File: src/rtl/cv32e40px_rvfi_trap_tracker.sv
// RVFI retirement record builder: packs trap/intr fields per retired instruction and queues them in a FIFO.
// Optional saturating drop counter enabled by defining CV32E40PX_RVFI_DROP_CNT_EN.
module cv32e40px_rvfi_trap_tracker #(
  parameter int DEPTH = 4
) (
  input  logic        clk_i,
  input  logic        rst_i,
  input  logic        ret_valid_i,
  input  logic [31:0] ret_pc_i,
  input  logic [31:0] ret_insn_i,
  input  logic        exc_valid_i,
  input  logic [5:0]  exc_cause_i,
  input  logic        irq_taken_i,
  input  logic [10:0] irq_id_i,
  input  logic        dbg_enter_i,
  input  logic [2:0]  dbg_cause_i,
  output logic        rec_valid_o,
  input  logic        rec_ready_i,
  output logic [31:0] rec_pc_o,
  output logic [31:0] rec_insn_o,
  output logic [13:0] rec_trap_o,
  output logic [13:0] rec_intr_o,
  output logic [63:0] rec_order_o,
  output logic [15:0] drop_cnt_o
);

  localparam int AW = (DEPTH > 1) ? $clog2(DEPTH) : 1;
  localparam int RW = 156;

  typedef enum logic [1:0] {IDLE, PEND_EXC, PEND_IRQ} state_t;

  state_t        state_reg, state_next;
  logic [10:0]   cause_reg, cause_next;
  logic [63:0]   order_reg;
  logic [13:0]   trap_rec, intr_rec;
  logic [RW-1:0] rec_new, head;
  logic [RW-1:0] mem [DEPTH];
  logic [AW-1:0] wr_ptr_reg, rd_ptr_reg, head_idx;
  logic [AW:0]   count_reg;
  logic          full, pop, push;

  always_comb begin
    trap_rec = {2'b00,
                dbg_enter_i ? dbg_cause_i : 3'd0,
                exc_valid_i ? exc_cause_i : 6'd0,
                dbg_enter_i, exc_valid_i, exc_valid_i | dbg_enter_i};
    case (state_reg)
      PEND_EXC: intr_rec = {cause_reg, 1'b0, 1'b1, 1'b1};
      PEND_IRQ: intr_rec = {cause_reg, 1'b1, 1'b0, 1'b1};
      default:  intr_rec = 14'd0;
    endcase
    rec_new = {ret_pc_i, ret_insn_i, trap_rec, intr_rec, order_reg};
  end

  // Priority: debug entry cancels, then interrupt beats a same-cycle exception.
  always_comb begin
    state_next = state_reg;
    cause_next = cause_reg;
    if (dbg_enter_i && ret_valid_i) begin
      state_next = IDLE;
      cause_next = 11'd0;
    end else if (irq_taken_i) begin
      state_next = PEND_IRQ;
      cause_next = irq_id_i;
    end else if (ret_valid_i && exc_valid_i) begin
      state_next = PEND_EXC;
      cause_next = {5'b0, exc_cause_i};
    end else if (ret_valid_i) begin
      state_next = IDLE;
    end
  end

  always_ff @(posedge clk_i or posedge rst_i) begin
    if (rst_i) begin
      state_reg <= IDLE;
      cause_reg <= 11'd0;
      order_reg <= 64'd0;
    end else begin
      state_reg <= state_next;
      cause_reg <= cause_next;
      if (ret_valid_i) order_reg <= order_reg + 64'd1;
    end
  end

  assign full = (count_reg == (AW+1)'(DEPTH));
  assign pop  = (count_reg != '0) && rec_ready_i;
  assign push = ret_valid_i && (!full || pop);

  always_ff @(posedge clk_i or posedge rst_i) begin
    if (rst_i) begin
      for (int i = 0; i < DEPTH; i++) mem[i] <= '0;
      wr_ptr_reg <= '0;
      rd_ptr_reg <= '0;
      count_reg  <= '0;
    end else begin
      if (push) begin
        mem[wr_ptr_reg] <= rec_new;
        wr_ptr_reg      <= wr_ptr_reg + AW'(1);
      end
      if (pop) rd_ptr_reg <= rd_ptr_reg + AW'(1);
      if (push && !pop)      count_reg <= count_reg + (AW+1)'(1);
      else if (pop && !push) count_reg <= count_reg - (AW+1)'(1);
    end
  end

  // When empty, show the entry just popped so the head holds its last value.
  assign head_idx    = (count_reg != '0) ? rd_ptr_reg : rd_ptr_reg - AW'(1);
  assign head        = mem[head_idx];
  assign rec_valid_o = (count_reg != '0);
  assign rec_pc_o    = head[155:124];
  assign rec_insn_o  = head[123:92];
  assign rec_trap_o  = head[91:78];
  assign rec_intr_o  = head[77:64];
  assign rec_order_o = head[63:0];

`ifdef CV32E40PX_RVFI_DROP_CNT_EN
  logic        drop;
  logic [15:0] drop_cnt_reg;

  assign drop = ret_valid_i && full && !pop;

  always_ff @(posedge clk_i or posedge rst_i) begin
    if (rst_i)                                drop_cnt_reg <= 16'd0;
    else if (drop && drop_cnt_reg != 16'hFFFF) drop_cnt_reg <= drop_cnt_reg + 16'd1;
  end

  assign drop_cnt_o = drop_cnt_reg;
`else
  assign drop_cnt_o = 16'd0;
`endif

endmodule

File: config.mk
export PLATFORM = sky130hd
export DESIGN_NAME = cv32e40px_rvfi_trap_tracker
export DESIGN_NICKNAME = d
export VERILOG_FILES = /design/src/rtl/cv32e40px_rvfi_trap_tracker.sv
export SDC_FILE = /design/constraint.sdc
export NUM_CORES = 1
export LEC_CHECK = 0
export BUFFER_PORTS_ARGS = -buffer_cell sky130_fd_sc_hd__buf_2
export CELL_PAD_IN_SITES_DETAIL_PLACEMENT = 0
export CELL_PAD_IN_SITES_GLOBAL_PLACEMENT = 1
export CORE_ASPECT_RATIO = 0.9
export CORE_MARGIN = 2
export CORE_UTILIZATION = 55
export CTS_BUF_LIST = sky130_fd_sc_hd__clkbuf_4 sky130_fd_sc_hd__clkbuf_8
export CTS_CLUSTER_SIZE = 24
export DETAILED_ROUTE_END_ITERATION = 16
export PLACE_DENSITY = 0.93
export SYNTH_ARGS = -nofsm -noshare
export SYNTH_HDL_FRONTEND = slang
export SYNTH_SLANG_ARGS = --single-unit
File: constraint.sdc
create_clock -name clk_i -period 37.2 [get_ports clk_i]
set_input_delay 1.86 -clock clk_i [delete_from_list [all_inputs] [get_ports clk_i]]
set_output_delay 1.86 -clock clk_i [all_outputs]
set_load 0.02 [all_outputs]
==> metrics.txt <==
num rows between 80 and 90; max frequency 147.9 MHz; Final setup viols 0; cell taking the most area after synthesis dfrtp_1; Worst VDD drop 0.08065 mV; pin count of the biggest net entering global routing between 100 and 150; final hold viol count 0; Worst Setup EP rec_intr_o[8]; H-tree Lvls 3; number of flip-flops in the largest register around 620; multi-input logic area around 0.012 sq mm; status finished clean; syn_area_per_cell 14.91 sq um; YS warnings 0; Core ar. around 0.055 sq mm; Hold Crit Start mem[384]; detailed-route DRC error count 0; Setup TNS 0 ns; critical path launch point count_reg[0]; clk sink count 700; Slew headroom 22.05%; worst r2r dst mem[321]; Root Buffer clkbuf_8; share of layout cells above drive strength 1 48.27%; reg2reg path depth 4; TritonCTS clock tree built; # fillers slightly above 4000; RSZ-0062 raised after global routing no; Reg area ~0.018 sq mm; pwr/cell area around 86 mW/mm^2; NumNets Final 2391; Hold Path Class flop to flop; Crit path required time approximately 35 ns; r2r startpoint count_reg[0]; Post-CTS Setup Inserts 0; critical path's slowest cell buf_4; Critical Path Stages 6; DR WL/cell ~21 um; number of synthesized flops with an enable pin 0; clock latency on the worst-skew pair about 0.70 ns; Crit path buffers/inverters 3; die area 0.05776 sq mm; Clk network pwr share between 20% and 30%; clock buffer depth 3; Logic pwr share 40.0%; initial core utilization between 50 and 60%; clk slew on worst S/H paths around 0.06 ns; Post-Route WL 66.20 mm; first drt pass iteration count 5; Min Hold Slack 0.4749 ns; commonest cells after routing, fill and taps aside 700 x dfrtp_1, 514 x mux2_2, 245 x buf_2; CP max stage delay around 0.8 ns; GR Layer Usage met2 38.20%; grt met3 use between 5 and 6%; grt met1 use 32.03%; Switch Pwr between 1 and 1.5 mW; vias in the first global route around 19000; Flop pwr share 37.2%; skew final ~0.018 ns; routed vias/inst just under 6; gr busiest metal met2; antenna violations before repair 8; post-cts sizing count 0; gpl congestion approximately 0.8; setup slack, reg-to-reg 33.94 ns; Layout area overhead 12.53%; FFs w/ async S/R, synth 100.0%; Synth cell types 48; Ports approximately 260; Period minus WS final 6.760 ns; fin crit share 18.17%; hold buffer count at cts 0; CP endpoint kind output pin; Worst-Margin Slew roughly 1.2 ns; Mapped Area 0.03072 sq mm; Leak 16.37 nW; routed vias 17910; Primary FF master, synth dfrtp_1; PortBufs about 250; Num CTS Buffers about 110; crit-path cells or3_1 -> xor2_4 -> buf_4 -> buf_4 -> mux4_2 -> buf_2; Critical Path Source Type flop; Pint approximately 1.9 mW; Synth Register Bits 700; Final HPWL DP between 40 and 50 mm; first-pass GRT wire length ~110 mm; Gate Count Post-Synth 2061; fin. max-slew vios 0; grt ovf 0; crit-path max FO 53; crit-path leading delay family buffers and inverters; Vert. Die Dim ~230 um; sequential share of the synthesized area between 50% and 60%; post-synth top area share between 50 and 60%; Antenna Nets Post-Route 0; initial detailed-routing violation count roughly 1200; top area cells in the synthesized netlist dfrtp_1 57%, mux2_2 19%, mux4_2 11%; maxcap violations 0; critical path class flop to output pin; Total GRT Usage roughly a quarter; switching portion of total power between 30% and 40%; CP arrival approximately 4.9 ns; most common cell after layout, fill and taps aside dfrtp_1; Die X roughly 250 um; Most common cell on crit path buf_4
-- power groups by stage --
stage / clock (mW) / combinational, mW / sequential (mW)
finish: 0.677 / 1.19 / 1.10
global route: 0.729 / 1.27 / 1.13
CTS: 0.694 / 1.21 / 1.10
detailed placement: 0 / 1.21 / 1.12
global placement: 0 / 1.18 / 1.10
floorplan: 0 / 0.930 / 1.07
-- tightest hold or removal path: stages (launching register included) --
cell,delay (ns)
dfrtp_1,0.34
nand2_1,0.04
o21ai_0,0.06
-- metrics by stage --
stage                     util [%]  power [mW]  instance area (sq um)  cells  setup WS (ns)
final                        62.40       2.968                  34570   3086          30.44
after global placement       58.17       2.277                  32230   2892          31.09
after detailed placement     58.17       2.322                  32230   2892          31.00
after global routing         62.40       3.131                  34570   3086          30.00
after floorplan                  -       1.997                  30780   2078          15.71
after CTS                    62.37       3.004                  34550   3080          30.21
-- cells by family after synthesis --
logic type / Yosys count / synth area share (%)
DFF: 700 / 57.02
buffers and inverters: 182 / 3.075
adders and majority gates: 11 / 0.4725
and+or+nand+nor: 302 / 4.818
xor gates and xnor gates: 71 / 2.110
muxes: 674 / 30.40
other: 1 / 0.01221
AOI/OAI and AO/OA: 120 / 2.089
-- cell usage after synthesis (all sizes together) (2+ instances only) --
master  instances
and2            2
o31ai           6
or4             3
clkbuf         40
nand3          27
mux2i           6
and3            7
xor2           39
ha             10
nor4           16
a22o            5
mux2          514
a21oi           2
nand2b          3
dfrtp         700
o21ai         105
xnor2          32
mux4          154
nand2         168
buf           127
nor3           18
nor2           31
inv            15
nand4          20
or3             2
-- per-layer routing --
layer / vias up / wire length, um
li1: 7911 / -
met1: 9456 / 27990
met2: 441 / 32790
met3: 98 / 4005
met4: 4 / 1397
met5: - / 18
-- worst min-delay path by stage --
stage,to,slack [ns],cells after the start
floorplan,mem[336],0.44,2
global placement,mem[76],0.46,2
detailed placement,mem[382],0.46,2
CTS,mem[382],0.48,2
global route,mem[24],0.50,2
finish,mem[384],0.47,2
-- cell type report --
class	instances	share of cell area (%)
Tap cell	714	2.584
Inverter	15	0.1846
Multi-Input combinational cell	1196	35.76
Clock inverter	9	0.3076
Antenna cell	6	0.04343
Sequential cell	700	50.67
Timing Repair Buffer	267	4.025
Clock buffer	179	6.421
Note: power is estimated with default switching activity, not from simulation.
